`src/rtl/rand_pkg.sv`:
```
// Shared types, constants and parameter check for the random target sequencer.
package rand_pkg;

   localparam int unsigned SEQ_LEN = 4;
   localparam int unsigned BYTE_W  = 8;

   typedef enum logic [1:0] {
      IDLE,
      REDUCE,
      PRESENT
   } state_t;

   // NUM_TARGETS must fit the index width, and the index must fit in a byte.
   function automatic bit num_targets_ok(input int unsigned n, input int unsigned idx_w);
      return (n >= 2) && (n <= 16) && (idx_w <= BYTE_W) && (n <= (32'd1 << idx_w));
   endfunction

endpackage

```
`src/rtl/rand_mod_reducer.sv`:
```
// Iterative modulo reducer: subtracts NUM_TARGETS once per step until below it.
module rand_mod_reducer
   import rand_pkg::*;
#(
   parameter int unsigned NUM_TARGETS = 4,
   parameter int unsigned IDX_W       = 4
) (
   input  logic              clk,
   input  logic              reset_n,
   input  logic              i_load,
   input  logic [BYTE_W-1:0] i_load_val,
   input  logic              i_step,
   output logic [IDX_W-1:0]  o_idx_c,
   output logic              o_ready_c
);

   localparam logic [BYTE_W-1:0] N_B = BYTE_W'(NUM_TARGETS);

   logic [BYTE_W-1:0] r_work;

   assign o_ready_c = (r_work < N_B);
   assign o_idx_c   = r_work[IDX_W-1:0];

   always_ff @(posedge clk or negedge reset_n) begin
      if (!reset_n) begin
         r_work <= '0;
      end else if (i_load) begin
         r_work <= i_load_val;
      end else if (i_step && !o_ready_c) begin
         r_work <= r_work - N_B;
      end
   end

endmodule

```
`src/rtl/rand_target_sequencer.sv`:
```
// Snapshots a packed random word, reduces each byte to a target index and
// presents the four indices over valid/ready with back-to-back duplicate suppression.
module rand_target_sequencer
   import rand_pkg::*;
#(
   parameter int unsigned NUM_TARGETS = 4,
   parameter int unsigned IDX_W       = 4
) (
   input  logic                      clk,
   input  logic                      reset_n,
   input  logic [SEQ_LEN*BYTE_W-1:0] random_num,
   input  logic                      start,
   output logic [IDX_W-1:0]          target,
   output logic                      target_valid,
   input  logic                      target_ready,
   output logic [1:0]                seq_index,
   output logic                      busy,
   output logic                      done
);

   if (!num_targets_ok(NUM_TARGETS, IDX_W)) begin : g_param_check
      $error("rand_target_sequencer: illegal NUM_TARGETS / IDX_W combination");
   end

   localparam logic [IDX_W-1:0] IDX_MAX  = IDX_W'(NUM_TARGETS - 1);
   localparam logic [1:0]       LAST_SEQ = 2'(SEQ_LEN - 1);

   state_t                           r_state;
   logic [SEQ_LEN-1:0][BYTE_W-1:0]   r_snap;
   logic [1:0]                       r_seq;
   logic [IDX_W-1:0]                 r_prev;
   logic [IDX_W-1:0]                 r_target;
   logic                             r_valid;
   logic                             r_busy;
   logic                             r_done;

   logic                             w_load;
   logic [BYTE_W-1:0]                w_load_val;
   logic                             w_step;
   logic [IDX_W-1:0]                 w_idx;
   logic                             w_lt;
   logic                             w_hs;
   logic                             w_accept;
   logic [1:0]                       w_next_seq;
   logic [IDX_W-1:0]                 w_cand;

   rand_mod_reducer #(
      .NUM_TARGETS (NUM_TARGETS),
      .IDX_W       (IDX_W)
   ) u_reducer (
      .clk        (clk),
      .reset_n    (reset_n),
      .i_load     (w_load),
      .i_load_val (w_load_val),
      .i_step     (w_step),
      .o_idx_c    (w_idx),
      .o_ready_c  (w_lt)
   );

   // Start is refused during the done cycle even though the FSM is already idle.
   assign w_accept   = start && !r_done;
   assign w_hs       = r_valid && target_ready;
   assign w_next_seq = r_seq + 2'd1;

   // Reducer control and duplicate-adjusted candidate index.
   always_comb begin
      w_load     = 1'b0;
      w_load_val = '0;
      w_step     = 1'b0;
      w_cand     = w_idx;
      if ((r_seq != 2'd0) && (w_idx == r_prev)) begin
         w_cand = (w_idx == IDX_MAX) ? '0 : w_idx + IDX_W'(1);
      end
      case (r_state)
         IDLE: begin
            if (w_accept) begin
               w_load     = 1'b1;
               w_load_val = random_num[BYTE_W-1:0];
            end
         end
         REDUCE: begin
            w_step = !w_lt;
         end
         PRESENT: begin
            if (w_hs && (r_seq != LAST_SEQ)) begin
               w_load     = 1'b1;
               w_load_val = r_snap[w_next_seq];
            end
         end
         default: ;
      endcase
   end

   always_ff @(posedge clk or negedge reset_n) begin
      if (!reset_n) begin
         r_state  <= IDLE;
         r_snap   <= '0;
         r_seq    <= '0;
         r_prev   <= '0;
         r_target <= '0;
         r_valid  <= 1'b0;
         r_busy   <= 1'b0;
         r_done   <= 1'b0;
      end else begin
         r_done <= 1'b0;
         case (r_state)
            IDLE: begin
               if (w_accept) begin
                  r_snap  <= random_num;
                  r_seq   <= '0;
                  r_busy  <= 1'b1;
                  r_state <= REDUCE;
               end
            end
            REDUCE: begin
               if (w_lt) begin
                  r_target <= w_cand;
                  r_valid  <= 1'b1;
                  r_state  <= PRESENT;
               end
            end
            PRESENT: begin
               if (w_hs) begin
                  r_prev  <= r_target;
                  r_valid <= 1'b0;
                  if (r_seq == LAST_SEQ) begin
                     r_done  <= 1'b1;
                     r_busy  <= 1'b0;
                     r_state <= IDLE;
                  end else begin
                     r_seq   <= w_next_seq;
                     r_state <= REDUCE;
                  end
               end
            end
            default: r_state <= IDLE;
         endcase
      end
   end

   assign target       = r_target;
   assign target_valid = r_valid;
   assign seq_index    = r_seq;
   assign busy         = r_busy;
   assign done         = r_done;

endmodule

```
`config.mk`:
```
export PLATFORM = sky130hd
export DESIGN_NAME = rand_target_sequencer
export DESIGN_NICKNAME = d
export VERILOG_FILES = /design/src/rtl/rand_pkg.sv /design/src/rtl/rand_mod_reducer.sv /design/src/rtl/rand_target_sequencer.sv
export SDC_FILE = /design/constraint.sdc
export NUM_CORES = 1
export LEC_CHECK = 0
export BUFFER_PORTS_ARGS = -buffer_cell sky130_fd_sc_hd__buf_2
export CORE_MARGIN = 5
export CORE_UTILIZATION = 30
export CTS_CLUSTER_SIZE = 28
export DETAILED_ROUTE_END_ITERATION = 8
export HOLD_SLACK_MARGIN = 0.05
export SYNTH_ARGS = -nofsm -noshare
export SYNTH_HDL_FRONTEND = slang
export SYNTH_SLANG_ARGS = --single-unit
```
`constraint.sdc`:
```
create_clock -name clk -period 3 [get_ports clk]
set_input_delay 0.15 -clock clk [delete_from_list [all_inputs] [get_ports clk]]
set_output_delay 0.15 -clock clk [all_outputs]
set_load 0.05 [all_outputs]
```
**After elaboration in Yosys (flattened, before gate mapping)**

Index checks and enable logic that the tools add are counted.

- Reduce and logical (&&, ||, !) cells: 19
- $mul: 0
- Divide/modulo/power cells: 0
- $lt $le $gt $ge: 2
- Shift operators: 0
- Add/subtract/negate cells: 3
- Bitwise operators: 0
- Equality and inequality tests: 11
- Mux-type cells: 32

Operator list:

| operator | number |
|---|---|
| two-way mux 8 bit | 5 |
| binary-select mux 8 bit (select 2 bit) | 1 |
| one-hot mux 8 bit (2 select lines) | 1 |
| two-way mux 1 bit | 12 |
| two-way mux 2 bit | 6 |
| inequality test 2 bit (second input constant) | 5 |
| less-than comparator 8 x 3 -> 1 bit (second input constant) | 1 |
| two-way mux 4 bit | 2 |
| AND reduction 4 bit | 2 |
| nonzero test 2 bit | 4 |
| subtractor 8 x 3 -> 8 bit (second input constant) | 1 |
| one-hot mux 1 bit (2 select lines) | 3 |
| one-hot mux 2 bit (3 select lines) | 1 |
| AND reduction 2 bit | 3 |
| AND reduction 3 bit | 2 |
| logical AND 1 bit | 5 |
| adder 4 x 1 -> 4 bit (second input constant) | 1 |
| equality test 2 bit (second input constant) | 2 |
| equality test 4 x 2 -> 1 bit (second input constant) | 1 |
| equality test 4 bit | 1 |
| one-hot mux 2 bit (2 select lines) | 1 |
| less-than comparator 2 x 3 -> 1 bit (second input constant) | 1 |
| adder 2 x 1 -> 2 bit (second input constant) | 1 |
| equality test 2 x 1 -> 1 bit (second input constant) | 1 |
| 3 further kinds | 4 |

- Memories: 0
- Bits in writable memories: 0
- Word-level logic and storage cells: 79
- Memory bits (read-only): 0
- Latch bits: 0
- Bits in registers: 55
- Output and inout bits: 9
- Bits of input ports: 36

**Longest topological paths before layout**

- Depth after elaboration: 6
- Mapped depth: 9
- Gate-level depth less buffers: 7

**Hierarchy**

A second synthesis with hierarchy kept.

- Cells, all modules: 294
- Area total of the unflattened synthesis: 2,796.4 um^2

Modules (own cells, without submodules):

| module | seq. area each (um^2) | area each (um^2) | cells an instance | instances |
|---|---|---|---|---|
| rand_target_sequencer | 1,176.1 | 2,301.0 | 242 | 1 |
| rand_mod_reducer | 200.2 | 495.5 | 52 | 1 |

**Worst setup path after synthesis**

No wires, ideal clock.

- Path type: register to register
- Start point: reg r_seq[0] (netlist: seq_index[0])
- End point: reg u_reducer.r_work[5]
- Setup time: 122 ps
- Data arrival time: 2,457 ps
- Period minus slack after synthesis: 2,579 ps
- Stages on the path, launching flop included: 9
- Setup slack: 421 ps
- Path buffers: 2
- Required time: 2,878 ps
- Path through: dfrtp_1 > buf_2 > inv_1 > ha_1 > clkbuf_1 > mux4_2 > a221o_1 > a21oi_1 > a21oi_1

- Word-level cells in the longest chain between the ends: 6
- Elaborated cells on any way between the ends: 11
- Those cells by class: add/sub (1); eq/ne (1); mux (7); reduce/logical (2)

RTL lines:

| item | RTL line | text |
|---|---|---|
| from (decl) | rand_target_sequencer.sv:30 | `logic [1:0] r_seq;` |
| from (signal assigned) | rand_target_sequencer.sv:131 | `r_seq <= w_next_seq;` |
| adder 2 x 1 -> 2 bit | rand_target_sequencer.sv:63 | `assign w_next_seq = r_seq + 2'd1;` |
| binary-select mux 8 bit (select 2 bit) | rand_target_sequencer.sv:87 | `w_load_val = r_snap[w_next_seq];` |
| two-way mux 8 bit (implied by the code) | rand_target_sequencer.sv:87 |  |
| two-way mux 8 bit | rand_target_sequencer.sv:85 | `if (w_hs && (r_seq != LAST_SEQ)) begin` |
| one-hot mux 8 bit (2 select lines) | rand_target_sequencer.sv:74 | `case (r_state)` |
| two-way mux 8 bit | rand_mod_reducer.sv:27 | `end else if (i_load) begin` |
| to (signal assigned) | rand_mod_reducer.sv:28 | `r_work <= i_load_val;` |
| to (signal assigned) | rand_mod_reducer.sv:30 | `r_work <= r_work - N_B;` |
| to (decl) | rand_mod_reducer.sv:19 | `logic [BYTE_W-1:0] r_work;` |

Parallel ways exist; a longest one is shown, timed or not. The select of a mux whose other input is x is not followed.
A chain may end at the register's enable or synchronous reset.

**Worst setup path after layout**

- Start point: reg r_state[0]
- End point: reg u_reducer.r_work[4]

- Word-level cells in the longest chain between the ends: 4
- Elaborated cells on any way between the ends: 9
- Those cells by class: eq/ne (2); mux (4); reduce/logical (3)

RTL lines:

| item | RTL line | text |
|---|---|---|
| from (decl) | rand_target_sequencer.sv:28 | `state_t r_state;` |
| from (signal assigned) | rand_target_sequencer.sv:96 | `r_state <= IDLE;` |
| from (signal assigned) | rand_target_sequencer.sv:112 | `r_state <= REDUCE;` |
| from (signal assigned) | rand_target_sequencer.sv:119 | `r_state <= PRESENT;` |
| equality test 2 x 1 -> 1 bit | rand_target_sequencer.sv:74 |  |
| two-way mux 1 bit | rand_target_sequencer.sv:74 |  |
| logical AND 1 bit | rand_mod_reducer.sv:29 | `end else if (i_step && !o_ready_c) begin` |
| nonzero test 2 bit (no source line) | -- |  |

Parallel ways exist; a longest one is shown, timed or not.

==> flow_summary.ini <==
[outcome]
outcome = completed

[sta]
setup_viol = 0
worst_pin_slew_ns = 0.815
maxSlewHeadroom_pct = 45.5
skew_ns = 0.0164
hold_ws_ns = 0.0507
setup_tns_ns = 0
hold_viol = 0
period_share_pct = 71.2
final_max_slew_viol_count = 0
fmax_mhz = 468
timing.final.crit_period_ns = 2.14
rsz0062_at_grt = false
layout_setup_ws_ns = 0.864

[logic_synthesis]
synthCells = 283
synth-adder-area-share_pct = 1.89
syn_area_um2 = 2650
yosys_warnings = 0
synthXorXnorAreaFrac_pct = 1.32
synth_top_family_by_area = simple AND/OR/NAND/NOR gates
synthSimpleGateAreaFrac_pct = 25.0
synth-compound-area-share_pct = 9.02
postSynthAreaPerCell_um2 = 9.36
synth_seq_cells = 55
syn-num-nets = 323
synthDistinctLibCells = 41
synthMuxAreaShare_pct = 7.55
synth_seq_area_share_pct = 51.9

[layout]
stdcell_area_um2 = 3330
n_antenna_cell = 0
post-route-util_pct = 38.3
nets = 390
fin_cells = 459
final_common_cell = nand2_1
drive_above_1_share_pct = 19.9
fill_cells = 895
syn_to_final_growth_pct = 25.5
final_cell_mix = nand2_1 (127), dfrtp_1 (55), buf_2 (44), dlygate4sd3_1 (25), nor2_1 (10)
seq_area_um2 = 1380
multiInputGateArea_um2 = 1190

[global_routing]
grt_pass1_vias = 2164
overflow = 0
grt.total_usage_pct = 11.3
grt_max_degree = 35
antenna_found_initial = 0
grt_first_pass_wirelength_mm = 10.3

[floorplanning]
io_pins = 45
num_rows = 34
initial_core_util_pct = 30.5
core_area_um2 = 8680
die_height_um = 104
die-width_um = 104
die_area_um2 = 10800

[route]
wirelength_mm = 5.90
dr.pass1.iters = 4
drt-initial-drc-count = 79
ant_nets = 0
via_count = 2110
avgViaCountPerCell = 4.60
route.detailed.drc = 0
wl_per_cell_um = 12.9

[clock_tree]
cts_buffers = 5
clock_sinks = 55
root_buffer = clkbuf_8
post_cts_buffers = 0
tritoncts = done
h-tree-depth = 2
cts_buffer_depth = 2
path_clk_slew_ns = 0.12
clock_latency_ns = 0.32
postCtsHoldBufs = 25
cts.repair.resized = 0

[power_and_ir_drop]
p_leak_nw = 1.67
combPwrFrac_pct = 39.1
seqPwrFrac_pct = 45.2
total_power_mw = 2.83
p_per_area_nw_per_um2 = 850
peakVddDrop_uv = 253
p_int_mw = 1.71
clock_power_share_pct = 15.7
switching_share_pct = 39.6
p_switching_mw = 1.12

[critical_path]
cp.arrival_ns = 2.38
crit_type = reg2reg
crit_required_ns = 3.24
startpoint = r_state[0]$_DFFE_PN0P_
endpoint_kind = flip-flop
critPathLaunchType = flip-flop
reg2reg_from = r_state[0]$_DFFE_PN0P_
critical_path_peak_fanout = 12

[placement]
dp_cells = 426
dp_hpwl_mm = 4.37
place_ws_ns = 0.889
gp_congestion = 0.866
numPortBuffers = 44
placed_area_um2 = 2970

[hold_path]
worstHoldStart = random_num[4]
hp-class = in2reg

[run]
max_cap_violations = 0
[cell usage after synthesis (all sizes together)]
cell     count  area (µm²)
nand3        5        25.0
nor3b        1        7.51
or3          1        6.26
ha           4        50.1
o31ai        2        15.0
a22o         2        17.5
a21oi        9        48.8
nor2b        1        6.26
nand2b       1        6.26
and3         1        6.26
nand2      127         477
o2111ai      1        8.76
inv          7        26.3
o21a         2        15.0
nor3         3        15.0
nand4b       1        15.0
nor2        10        37.5
mux2i        2        20.0
clkbuf       7        26.3
mux4         8         180
and4         1        8.76
a21o         2        22.5
dfrtp       55        1380
o21ai        9        60.1
xnor2        1        8.76
a31oi        3        18.8
o211ai       1        7.51
a221o        1        10.0
buf          6        35.0
and4b        1        10.0
nor4b        1        23.8
or4b         1        10.0
xor2         3        26.3
a22oi        2        15.0
and2b        1        7.51
[final cells by class]
type	instances	area share [%]
flip-flops and latches	55	41.4
multi-input cells	208	35.7
repair buffers	73	15.0
well taps	108	4.06
clock buffers	5	2.07
clock inverters	3	1.02
inverters	7	0.790
[per-layer routing]
layer	routed length [µm]	vias up	share of wire (%)	global-route usage (%)
met5	0	-	0	0
met4	45	0	0.76	2.78
met3	179	4	3.0	2.17
met2	2850	36	48	18.4
met1	2830	1002	48	15.6
li1	-	1068	-	-
[kinds of logic (layout without fill, tap and decap cells)]
| kind of cell | after synthesis | in the layout |
|---|---|---|
| flops | 55 | 55 |
| mux | 10 | 10 |
| compound gates | 34 | 34 |
| buf+inv | 20 | 88 |
| fa+ha+maj | 4 | 4 |
| xor+xnor | 4 | 4 |
| simple gates | 156 | 156 |
[path summary, 6_finish.rpt]
check / endpoint / slack, ns / cells past startpoint
setup / recovery: u_reducer.r_work[4]$_DFFE_PN0P_ / 0.86 / 5
hold / removal: r_snap[4]$_DFFE_PN0P_ / 0.05 / 3
setup reg to reg: u_reducer.r_work[4]$_DFFE_PN0P_ / 0.86 / 5
hold reg to reg: r_snap[23]$_DFFE_PN0P_ / 0.49 / 2
max in group asynchronous: r_snap[2]$_DFFE_PN0P_ / 1.79 / 3
min in group asynchronous: r_state[1]$_DFFE_PN0P_ / 0.43 / 2
[worst max-delay path: stages (launching register included)]
cell	delay [ns]
dfrtp_1	0.46
nand4b_2	0.39
nor2_1	0.71
a22o_1	0.31
o21ai_2	0.07
a21oi_2	0.12
[state kept, by name, indices dropped and copies added, names as in the netlist]
signal / flops
r_snap: 32
r_state: 2
done: 1
target_valid: 1
busy: 1
u_reducer.r_work: 8
r_prev: 4
seq_index: 2
target: 4
[power by group through the flow]
| stage | Combinational [mW] | Clock (mW) | Sequential, mW |
|---|---|---|---|
| floorplan | 0.788 | 0 | 1.33 |
| global placement | 1.08 | 0 | 1.28 |
| detailed placement | 1.10 | 0 | 1.29 |
| CTS | 1.12 | 0.460 | 1.28 |
| global route | 1.25 | 0.486 | 1.32 |
| finish | 1.11 | 0.444 | 1.28 |
Note: power is estimated with default switching activity, not from simulation.
